$ cat src/rtl/kbd_pkg.sv
// Shared PS/2 keyboard constants: extended-key prefix, arrow scancode low bytes
// and the 2-bit direction encoding used by downstream control logic.
package kbd_pkg;

   localparam int unsigned BYTE_W = 8;
   localparam int unsigned CODE_W = 16;
   localparam int unsigned DIR_W  = 2;

   localparam logic [BYTE_W-1:0] PREFIX     = 8'hE0;
   localparam logic [BYTE_W-1:0] CODE_LEFT  = 8'h6B;
   localparam logic [BYTE_W-1:0] CODE_DOWN  = 8'h72;
   localparam logic [BYTE_W-1:0] CODE_RIGHT = 8'h74;
   localparam logic [BYTE_W-1:0] CODE_UP    = 8'h75;

   typedef enum logic [DIR_W-1:0] {
      DIR_LEFT  = 2'd0,
      DIR_DOWN  = 2'd1,
      DIR_RIGHT = 2'd2,
      DIR_UP    = 2'd3
   } dir_t;

endpackage

$ cat src/rtl/arrow_key_decoder.sv
// Decodes PS/2 extended arrow-key scancodes into one-hot combinational flags and
// keeps registered status: last arrow direction, valid flag and a saturating count.
module arrow_key_decoder #(
   parameter logic [7:0]  PREFIX     = kbd_pkg::PREFIX,
   parameter logic [7:0]  CODE_LEFT  = kbd_pkg::CODE_LEFT,
   parameter logic [7:0]  CODE_DOWN  = kbd_pkg::CODE_DOWN,
   parameter logic [7:0]  CODE_RIGHT = kbd_pkg::CODE_RIGHT,
   parameter logic [7:0]  CODE_UP    = kbd_pkg::CODE_UP,
   parameter int unsigned CNT_W      = 16
) (
   input  logic             clk,
   input  logic             rst_n,
   input  logic [15:0]      scancode,
   output logic             left,
   output logic             down,
   output logic             right,
   output logic             up,
   output logic             arrow_any,
   output logic [1:0]       last_dir,
   output logic             last_valid,
   output logic [CNT_W-1:0] arrow_cnt
);

   import kbd_pkg::*;

   localparam logic [15:0] KEY_LEFT  = {PREFIX, CODE_LEFT};
   localparam logic [15:0] KEY_DOWN  = {PREFIX, CODE_DOWN};
   localparam logic [15:0] KEY_RIGHT = {PREFIX, CODE_RIGHT};
   localparam logic [15:0] KEY_UP    = {PREFIX, CODE_UP};
   localparam logic [CNT_W-1:0] CNT_MAX = '1;

   dir_t dir;

   // Full 16-bit compare; flags stay live during reset since they ignore clk/rst_n.
   always_comb begin
      left  = 1'b0;
      down  = 1'b0;
      right = 1'b0;
      up    = 1'b0;
      if (scancode == KEY_LEFT)  left  = 1'b1;
      if (scancode == KEY_DOWN)  down  = 1'b1;
      if (scancode == KEY_RIGHT) right = 1'b1;
      if (scancode == KEY_UP)    up    = 1'b1;
   end

   assign arrow_any = left | down | right | up;

   always_comb begin
      dir = DIR_LEFT;
      if (down)  dir = DIR_DOWN;
      if (right) dir = DIR_RIGHT;
      if (up)    dir = DIR_UP;
   end

   // Status registers only move on cycles where an arrow is present.
   always_ff @(posedge clk or negedge rst_n) begin
      if (!rst_n) begin
         last_dir   <= 2'd0;
         last_valid <= 1'b0;
         arrow_cnt  <= '0;
      end else if (arrow_any) begin
         last_dir   <= 2'(dir);
         last_valid <= 1'b1;
         if (arrow_cnt != CNT_MAX) arrow_cnt <= arrow_cnt + CNT_W'(1);
      end
   end

endmodule

$ cat config.mk
export PLATFORM = sky130hd
export DESIGN_NAME = arrow_key_decoder
export DESIGN_NICKNAME = d
export VERILOG_FILES = /design/src/rtl/kbd_pkg.sv /design/src/rtl/arrow_key_decoder.sv
export SDC_FILE = /design/constraint.sdc
export NUM_CORES = 1
export LEC_CHECK = 0
export CAP_MARGIN = 20
export CORE_AREA = 2 2 56 58
export DETAILED_ROUTE_END_ITERATION = 8
export DIE_AREA = 0 0 58 60
export PLACE_DENSITY = 0.7
export SYNTH_ARGS = -nofsm -noshare
export SYNTH_HDL_FRONTEND = slang
export SYNTH_SLANG_ARGS = --single-unit
export TNS_END_PERCENT = 5
$ cat constraint.sdc
create_clock -name clk -period 1.74 [get_ports clk]
set_input_delay 0.348 -clock clk [delete_from_list [all_inputs] [get_ports clk]]
set_output_delay 0.348 -clock clk [all_outputs]
set_load 0.1 [all_outputs]
==> out/results.txt <==
Status -> complete, but fails checks
Failing checks -> setup timing
Critical Path Most Common Cell -> nor4b_4
Largest family of logic cells by synthesized area -> simple AND/OR/NAND/NOR gates
Startpoint type of the worst setup path -> input pin
Asr flop ratio synth -> 1.00
Diode count -> 0
Area of the mapped netlist -> 0.00110 mm^2
Clk root buf -> clkbuf_4
Max clock buf depth -> 2
Post-synthesis mux area share -> 0.0431
Worst R2R Setup Slack -> 0.10 ns
Drt first pass iters -> 4
Cell Rows -> 20
Fmax -> 505 MHz
R2R cell count -> 6
Ratio of cells with drive above 1 in the final layout -> 0.506
Post-CTS Hold Buffers -> 0
Worst-path maximum fanout -> 2
Complex-gate fraction of the synthesized area -> 0.0704
Final setup fails -> 7
Clock skew -> 0.00196 ns
Overall Global Routing Usage -> 0.197
Worst-Skew Late Latency -> 0.30 ns
CTS tree -> done
Critical path arrival -> 1.63 ns
Pre-CTS setup slack -> -0.656 ns
Synthesized-area fraction occupied by adder cells -> 0.0114
Core ar. -> 0.00290 mm^2
Main synth FF type -> dfrtp_1
Area contributors post-synth -> dfrtp_1, xnor2_1, nand3_1
# nets final -> 198
Buffers & Inverters on Critical Path -> 2
Number of top-level pins -> 42
RSZ-0062 raised after global routing -> true
Final design utilization -> 0.725
Die Span X -> 58 um
Reg2reg start -> arrow_cnt[0]$_DFFE_PN0P_
Post-synthesis average cell area -> 10.1 um^2
GRT overflow -> 0
Netlist cell types -> 36
CP endpoint kind -> output pin
Pins Over Slew Limit -> 0
Largest net degree at the start of global routing -> 20
Initial Util -> 0.380
1st-iter DRT viols -> 17
Area growth syn-to-layout -> 91.0%
Register bit total from synthesis -> 19
DPL Wire Length -> 2330 um
WL/cell -> 14.3 um
Global-route wire length before repair -> 5160 um
Yosys synthesis warning count -> 0
Port Buffers -> 41
Clock Sinks -> 19
R2R Path End -> arrow_cnt[1]$_DFFE_PN0P_
Worst vdd ir -> 0.320 mV
Syn nets -> 128
Final WL -> 3030 um
Power density over the cells -> 367 mW/mm^2
Area share of the leading cell type in the synthesized netlist -> 0.431
Mapped Cells -> 109
Fin crit share -> 1.14
Slew HR -> 0.820
Leakage -> 0.917 nW
Critical Path Slowest Stage Cell -> nor4b_4
Worst Path Class, Setup -> input pin to output pin
XOR/XNOR Fraction of Synth Area -> 0.0953
Die footprint -> 0.00348 mm^2
Synth Area in Simple Gates -> 0.323
Hold slack -> 0.376 ns
Worst slew pin tran -> 0.269 ns
FILL cells -> 196
Vias -> 1134
H-Tree Depth -> 1
Worst Setup SP -> scancode[11]
Max_cap viols -> 0
CTS buffer count -> 3
CP cell instances -> buf_6, nor4b_4, nand2_2, nor4b_4, nand2b_1, nor2b_4, buf_12
Initial antenna violation count -> 0
GP Congestion -> 0.796
Clock Pin Slew Worst Setup and Hold Paths -> 0.10 ns
Min Tclk post-route -> 1.98 ns
EDFF count, synth -> 0
Antenna viol nets, final -> 0
Cell accounting for the most synthesized area -> dfrtp_1
Max stage delay on crit path -> 0.30 ns
CP top delay family -> simple AND/OR/NAND/NOR gates
Post-synthesis sequential area ratio -> 0.431
Final hold vios -> 0
Final WS setup -> -0.242 ns
Die extent in y -> 60 um
DRC viols -> 0
Worst Hold Class -> input pin to async pin
Vias per cell -> 5.37
Worst EP required -> 1.39 ns
Vias in the first global route -> 1183
[cells in the mapped netlist, drive strengths merged, types with 2 or more instances]
| cell | n |
|---|---|
| nor2 | 5 |
| nand4 | 8 |
| nand2 | 5 |
| nand2b | 4 |
| mux2 | 3 |
| a21oi | 3 |
| nand3b | 2 |
| buf | 2 |
| nand3 | 13 |
| and3 | 9 |
| dfrtp | 19 |
| nor2b | 3 |
| inv | 2 |
| xnor2 | 12 |
| nor4b | 2 |
[flip-flops by register name, summed over array words and instances (netlist names)]
signal and flops:
last_valid 1, arrow_cnt 16, last_dir 2
[how the worst max path moves through the flow]
stage | end | slack (ns) | cells past startpoint
floorplan | last_dir[0]$_DFFE_PN0P_ | -0.30 | 5
global placement | right | -0.59 | 7
detailed placement | down | -0.66 | 7
CTS | right | -0.30 | 7
global route | right | -0.32 | 7
finish | right | -0.24 | 7
[logic make-up (layout without fill, tap and decap cells)]
logic type,count (synthesis),count (layout)
flops,19,19
xor+xnor,12,12
compound gates,10,10
mux,4,4
fa+ha+maj,1,1
buf+inv,5,74
simple gates,58,58
[report_power, final]
| group | internal (mW) | switching (mW) |
|---|---|---|
| sequential | 0.441 | 0.000171 |
| combinational | 0.0577 | 0.0459 |
| clock | 0.0895 | 0.139 |
[cells in the final DEF (no fill, tap or decap), types with 3 or more instances in the layout]
cell,synthesis,routed
buf_12,0,24
buf_4,0,23
nand3_1,13,12
xnor2_1,12,12
dfrtp_2,0,10
dfrtp_1,19,9
nand4_1,8,8
dlygate4sd2_1,0,8
and3_1,9,7
buf_6,1,6
nor2_1,5,4
nand2b_1,4,3
nand2_1,5,3
clkbuf_4,0,3
clkdlybuf4s15_1,0,3
[worst reg2reg max path, delay by kind of cell, from the launching register on]
kind	cells	cell delay, ns
adder cells (fa/ha/maj)	1	0.18
flip-flops	1	0.38
AND/OR/NAND/NOR	4	0.67
multiplexers	1	0.31
[area by class of cell]
class                   instances  area, um^2  area share
clock buffers                   4        26.3      0.0125
inverters                       2        7.51     0.00357
multi-input cells              85         697       0.331
flip-flops and latches         19         488       0.232
well taps                      33        41.3      0.0196
repair buffers                 68         846       0.402
[stage by stage]
| step | cell area [um^2] | power (mW) | setup TNS (ns) | cells |
|---|---|---|---|---|
| 3_3_place_gp | 2000 | 0.544 | -10.63 | 202 |
| 4_1_cts | 2080 | 0.778 | -0.990 | 210 |
| 5_1_grt | 2110 | 0.809 | -1.59 | 211 |
| 6_report | 2110 | 0.774 | -0.934 | 211 |
| 2_1_floorplan | 1160 | 0.472 | -3.90 | 109 |
| 3_5_place_dp | 2000 | 0.548 | -11.65 | 202 |
[layer usage]
metal,global-route usage,part of all wire
met5,0,0
met4,0.110,0.025
met3,0.0260,0.049
met2,0.362,0.53
met1,0.218,0.39
[what timing repair did]
action                     4_1_cts  5_1_grt
gates resized for setup         44        7
pin swaps                       12        7
buffers inserted                 4        1
setup endpoints to repair       22       19
No activity file was read; power rests on OpenSTA's default activity.
